`config.mk`:
```
export PLATFORM = sky130hd
export DESIGN_NAME = dense_window_mac
export DESIGN_NICKNAME = d
export VERILOG_FILES = /design/src/rtl/dense_window_mac.sv
export SDC_FILE = /design/constraint.sdc
export NUM_CORES = 1
export LEC_CHECK = 0
export ABC_AREA = 1
export ABC_CLOCK_PERIOD_IN_PS = 15600
export BUFFER_PORTS_ARGS = -buffer_cell sky130_fd_sc_hd__buf_2
export CAP_MARGIN = 20
export CORE_UTILIZATION = 35
export CTS_CLUSTER_DIAMETER = 80
export DETAILED_ROUTE_END_ITERATION = 7
export PLACE_DENSITY = 0.51
export SYNTH_ARGS = -nofsm -noshare
export SYNTH_HDL_FRONTEND = slang
export SYNTH_SLANG_ARGS = --single-unit
```
`constraint.sdc`:
```
create_clock -name clock -period 15.6 [get_ports clock]
set_clock_uncertainty 0.05 [all_clocks]
set_input_delay 1.56 -clock clock [delete_from_list [all_inputs] [get_ports clock]]
set_output_delay 1.56 -clock clock [all_outputs]
set_load 0.01 [all_outputs]
```
`src/rtl/dense_window_mac.sv`:
```
// Purpose : snapshot an N-element unsigned-pixel / signed-weight window on start
//           and accumulate one signed product per clock into a dot product.
// Latency : start sampled at capture edge t0 -> result_valid high after edge t0+N.
// Backpressure: none; start is ignored while busy, and the result is held until
//           the next completion.
//
// Ports:
//   clock, reset            rising-edge clock, synchronous active-high reset
//   start                   request, sampled only while idle
//   window_in  [8*N-1:0]    unsigned pixel bytes, element i = bits [8i+7:8i]
//   weights_in [8*N-1:0]    signed weight bytes,  element i = bits [8i+7:8i]
//   busy                    high while a computation is in progress
//   result_valid            one-cycle pulse when result updates
//   result [ACC_WIDTH-1:0]  signed dot product (wraps modulo 2^ACC_WIDTH)
//
// Optional feature: define DENSE_WINDOW_MAC_RELU_EN to clamp negative final sums
// to zero before they are registered into result (latency unchanged).
// ACC_WIDTH must be at least 17 so a single product fits in the accumulator.

module dense_window_mac #(
  parameter int P_SR_DEPTH  = 3,
  parameter int NUM_SR_ROWS = 3,
  parameter int ACC_WIDTH   = 20
) (
  input  logic                                  clock,
  input  logic                                  reset,
  input  logic                                  start,
  input  logic [8*P_SR_DEPTH*NUM_SR_ROWS-1:0]   window_in,
  input  logic [8*P_SR_DEPTH*NUM_SR_ROWS-1:0]   weights_in,
  output logic                                  busy,
  output logic                                  result_valid,
  output logic signed [ACC_WIDTH-1:0]           result
);

  localparam int N      = P_SR_DEPTH * NUM_SR_ROWS;
  localparam int IDX_W  = (N > 1) ? $clog2(N) : 1;
  localparam int PROD_W = 17;
  localparam logic [IDX_W-1:0] LAST_IDX = IDX_W'(N - 1);

  typedef enum logic {
    S_IDLE  = 1'b0,
    S_ACCUM = 1'b1
  } state_t;

  state_t                      state_q, state_d;
  logic [7:0]                  pix_q [N];
  logic [7:0]                  pix_d [N];
  logic [7:0]                  wgt_q [N];
  logic [7:0]                  wgt_d [N];
  logic signed [ACC_WIDTH-1:0] acc_q, acc_d;
  logic [IDX_W-1:0]            idx_q, idx_d;
  logic                        busy_q, busy_d;
  logic                        result_valid_q, result_valid_d;
  logic signed [ACC_WIDTH-1:0] result_q, result_d;

  logic [7:0]                  pix_cur;
  logic [7:0]                  wgt_cur;
  logic signed [PROD_W-1:0]    pix_ext;
  logic signed [PROD_W-1:0]    wgt_ext;
  logic signed [PROD_W-1:0]    prod;
  logic signed [ACC_WIDTH-1:0] prod_ext;
  logic signed [ACC_WIDTH-1:0] sum;
  logic signed [ACC_WIDTH-1:0] final_val;

  // Datapath: select the current element of the snapshot and form the product.
  always_comb begin
    pix_cur = 8'd0;
    wgt_cur = 8'd0;
    // Explicit mux keeps the select in range when N is not a power of two.
    for (int i = 0; i < N; i++) begin
      if (idx_q == IDX_W'(i)) begin
        pix_cur = pix_q[i];
        wgt_cur = wgt_q[i];
      end
    end
    // Pixel is unsigned: zero-extend. Weight is signed: sign-extend.
    // The 9b x 8b product always fits in 17 signed bits, so no overflow here.
    pix_ext  = {{(PROD_W-8){1'b0}}, pix_cur};
    wgt_ext  = {{(PROD_W-8){wgt_cur[7]}}, wgt_cur};
    prod     = pix_ext * wgt_ext;
    prod_ext = ACC_WIDTH'(prod);
    sum      = acc_q + prod_ext;
`ifdef DENSE_WINDOW_MAC_RELU_EN
    final_val = sum[ACC_WIDTH-1] ? '0 : sum;
`else
    final_val = sum;
`endif
  end

  // Next-state logic.
  always_comb begin
    state_d        = state_q;
    acc_d          = acc_q;
    idx_d          = idx_q;
    busy_d         = busy_q;
    result_d       = result_q;
    result_valid_d = 1'b0;  // pulse drops at the next edge unconditionally
    for (int i = 0; i < N; i++) begin
      pix_d[i] = pix_q[i];
      wgt_d[i] = wgt_q[i];
    end

    case (state_q)
      S_IDLE: begin
        if (start) begin
          // Snapshot lets the upstream window keep shifting during the MAC.
          for (int i = 0; i < N; i++) begin
            pix_d[i] = window_in[8*i +: 8];
            wgt_d[i] = weights_in[8*i +: 8];
          end
          acc_d   = '0;
          idx_d   = '0;
          busy_d  = 1'b1;
          state_d = S_ACCUM;
        end
      end
      S_ACCUM: begin
        acc_d = sum;
        idx_d = idx_q + 1'b1;
        if (idx_q == LAST_IDX) begin
          result_d       = final_val;
          result_valid_d = 1'b1;
          busy_d         = 1'b0;
          idx_d          = '0;
          state_d        = S_IDLE;
        end
      end
      default: begin
        state_d = S_IDLE;
        busy_d  = 1'b0;
      end
    endcase
  end

  always_ff @(posedge clock) begin
    if (reset) begin
      state_q        <= S_IDLE;
      acc_q          <= '0;
      idx_q          <= '0;
      busy_q         <= 1'b0;
      result_valid_q <= 1'b0;
      result_q       <= '0;
      for (int i = 0; i < N; i++) begin
        pix_q[i] <= 8'd0;
        wgt_q[i] <= 8'd0;
      end
    end else begin
      state_q        <= state_d;
      acc_q          <= acc_d;
      idx_q          <= idx_d;
      busy_q         <= busy_d;
      result_valid_q <= result_valid_d;
      result_q       <= result_d;
      for (int i = 0; i < N; i++) begin
        pix_q[i] <= pix_d[i];
        wgt_q[i] <= wgt_d[i];
      end
    end
  end

  assign busy         = busy_q;
  assign result_valid = result_valid_q;
  assign result       = result_q;

endmodule
```
==> flow_summary_export.csv <==
group,metric,value,unit
detailed_routing,drt-initial-drc-count,585,
yosys,synth.most_common_cell,"nor2_1",
placement,hpwl,24200,um
finish,diodes,0,
yosys,async_reset_ff_share,0,%
setup_path,endpoint_kind,"register",
finish,fin_cells,2060,
detailed_routing,route.detailed.drc,0,
global_route,grt_pass1_wl,51300,um
yosys,postSynthCellCount,1535,
setup_path,crit_path_start,"idx_q[0]$_SDFFE_PP0P_",
setup_path,timing.critical_path.depth,31,
setup_path,r2r_slack,8.14,ns
die,boundaryPins,169,
power_and_ir_drop,worst_ir_drop_vdd,70.3,uV
cts,cts_hold_buf,0,
cts,cts.path.max_buffers,2,
cts,clkLatencyLatePin,0.45,ns
timing,rsz0062_at_grt,"false",
placement,port_buffers,168,
die,die_h,179,um
global_route,grt-ovfl-total,0,
setup_path,arrival,7.71,ns
finish,multiInputGateArea,6330,um2
cts,htree_levels,4,
finish,layout.nets,1913,
detailed_routing,antenna_left,0,
setup_path,worstPathRequired,15.85,ns
yosys,synth_fp_nets,1797,
finish,register_area,3820,um2
die,row_count,64,
yosys,yosys.cell_types.count,43,
placement,globalplace.congestion,0.828,
setup_path,reg2reg_from,"idx_q[0]$_SDFFE_PP0P_",
cts,cts_num_sinks,191,
yosys,synth_top_area_share,34.7,%
global_route,grt_max_degree,103,
timing,final_hold_viol_count,0,
timing,timing.slew.headroom,27.7,%
setup_path,r2r_cells,31,
yosys,synthTopCellsByCount,"nor2_1, nand2_1, dfxtp_1",
yosys,synthesis.area,11000,um2
timing,worst_pin_slew,1.08,ns
yosys,synth_enable_flop_cells,0,
global_route,track_usage,20.3,%
die,dieArea,32200,um2
setup_path,slowest_delay,0.79,ns
cts,cts_setup_buffers,0,
die,design.core.area,30800,um2
setup_path,r2r_end,"acc_q[16]$_SDFFE_PP0P_",
finish,nFillCells,3276,
yosys,synth.avg_cell_area,7.18,um2
detailed_routing,vias,9657,
hold_path,hold_path.class,"register to register",
power_and_ir_drop,p_per_area,106,nW/um2
timing,timing.fmax,134,MHz
timing,setup_slack,8.14,ns
detailed_routing,firstDrtPassIters,7,
cts,clock-root-buffer,"clkbuf_16",
yosys,ys_seq_area_share,34.7,%
timing,setup_violations,0,
yosys,synth_area_leaders,"dfxtp_1, nor2_1, fa_1",
detailed_routing,wl,32000,um
placement,dp_cells,2028,
flow_run,maxCapViolCount,0,
power_and_ir_drop,p_leak,6.19,nW
yosys,yosys_warnings,0,
status,outcome,"completed",
setup_path,path_max_fanout,31,
setup_path,crit_path_end,"acc_q[16]$_SDFFE_PP0P_",
setup_path,cp_num_buf_inv,6,
cts,clk_pin_slew,0.08,ns
timing,drv_slew,0,
finish,syn2layout_area_growth,15.3,%
yosys,ys.flop_type,"dfxtp_1",
die,fp.dieW,179,um
die,start_util,35.8,%
global_route,antenna_found_initial,0,
cts,cts_tree,"built",
yosys,yosysTopAreaCell,"dfxtp_1",
cts,post_cts_resized,0,
timing,min_period,7.46,ns
yosys,ys_seq_elements,191,
global_route,grt_pass1_vias,9337,
timing,fin_crit_sh,47.8,%
detailed_routing,vias_per_cell,4.69,
setup_path,critPathKind,"register to register",
cts,cts_made_buffers,17,
placement,place_ws,8.15,ns
setup_path,cp_top_family,"adder cells",
detailed_routing,wl_per_cell,15.5,um
setup_path,worst_path_max_delay_cell,"nand2_1",
timing,finalSetupTns,0,ns
setup_path,startpoint_type,"register",
finish,drive_gt1_share,16.1,%
where the power goes:
part | switching [mW] | internal (mW) | total (mW)
clock | 0.240 | 0.225 | 0.465
sequential | 0.0221 | 0.523 | 0.545
combinational | 0.218 | 0.125 | 0.342
area by class of cell:
| class | instances | area share, % |
|---|---|---|
| flip-flops and latches | 191 | 30.1 |
| clock buffers | 18 | 3.45 |
| well taps | 396 | 3.90 |
| clock inverters | 14 | 1.46 |
| inverters | 142 | 4.23 |
| multi-input cells | 1123 | 49.8 |
| repair buffers | 176 | 7.08 |
layer usage:
| metal | up-vias | GRT usage (%) | wire (um) |
|---|---|---|---|
| met2 | 194 | 30.7 | 13500 |
| li1 | 5087 | - | - |
| met5 | - | 0 | 0 |
| met3 | 22 | 2.74 | 1070 |
| met1 | 4354 | 30.3 | 17000 |
| met4 | 0 | 4.90 | 430 |
worst min-delay path: stages, from the launching register on:
cell     delay [ns]
dfxtp_1        0.31
nand2_1        0.06
a21oi_1        0.05
per-stage QoR:
step / area (um2) / util, % / power, mW / hold WS [ns]
finish: 12700 / 41.3 / 1.35 / 0.416
global route: 12700 / 41.3 / 1.44 / 0.442
CTS: 12700 / 41.3 / 1.36 / 0.420
detailed placement: 12100 / 39.2 / 0.896 / 0.405
global placement: 12100 / 39.2 / 0.894 / 0.398
floorplan: 11000 / - / 0.787 / 0.380
logic make-up (layout without fill, tap and decap cells):
family	Yosys count	after routing	share of synthesized area [%]
and+or+nand+nor	742	742	27.1
buffers and inverters	221	350	7.96
adders and majority gates	115	115	16.5
AOI/OAI and AO/OA	252	252	12.6
xor gates and xnor gates	14	14	1.11
DFF	191	191	34.7
state kept, by name (all words and copies together), names as in the netlist:
name / cells
acc_q: 20
busy: 1
state_q: 1
wgt_q: 72
pix_q: 72
result_valid: 1
idx_q: 4
result: 20
how the worst min path moves through the flow:
| stage | from | endpoint | slack (ns) | cells past startpoint |
|---|---|---|---|---|
| global placement | wgt_q[0][7]$_SDFFE_PP0P_ | wgt_q[0][7]$_SDFFE_PP0P_ | 0.40 | 2 |
| global route | result[16]$_SDFFE_PP0P_ | result[16]$_SDFFE_PP0P_ | 0.44 | 2 |
| detailed placement | wgt_q[0][7]$_SDFFE_PP0P_ | wgt_q[0][7]$_SDFFE_PP0P_ | 0.41 | 2 |
| CTS | result[16]$_SDFFE_PP0P_ | result[16]$_SDFFE_PP0P_ | 0.42 | 2 |
| finish | result[16]$_SDFFE_PP0P_ | result[16]$_SDFFE_PP0P_ | 0.42 | 2 |
| floorplan | pix_q[0][71]$_SDFFE_PP0P_ | pix_q[0][71]$_SDFFE_PP0P_ | 0.38 | 2 |
layout by cell type (no fill, tap or decap), types with 3 or more instances in the layout:
master,instances
o21bai_1,5
a21oi_1,40
ha_1,64
a31oi_1,4
nand3_1,67
xor2_1,8
clkinv_8,6
inv_6,4
buf_2,168
dfxtp_1,191
o21ai_2,7
nor2_1,365
xnor2_1,6
a22oi_1,4
o21ai_0,153
o211ai_2,3
or2_2,12
buf_4,8
inv_1,122
inv_2,18
o211ai_1,11
nand2_2,6
o21ai_1,17
clkbuf_16,17
nor2_2,3
fa_1,51
nand4_1,5
nand2_1,271
nor2_4,4
Note: power is estimated with default switching activity, not from simulation.
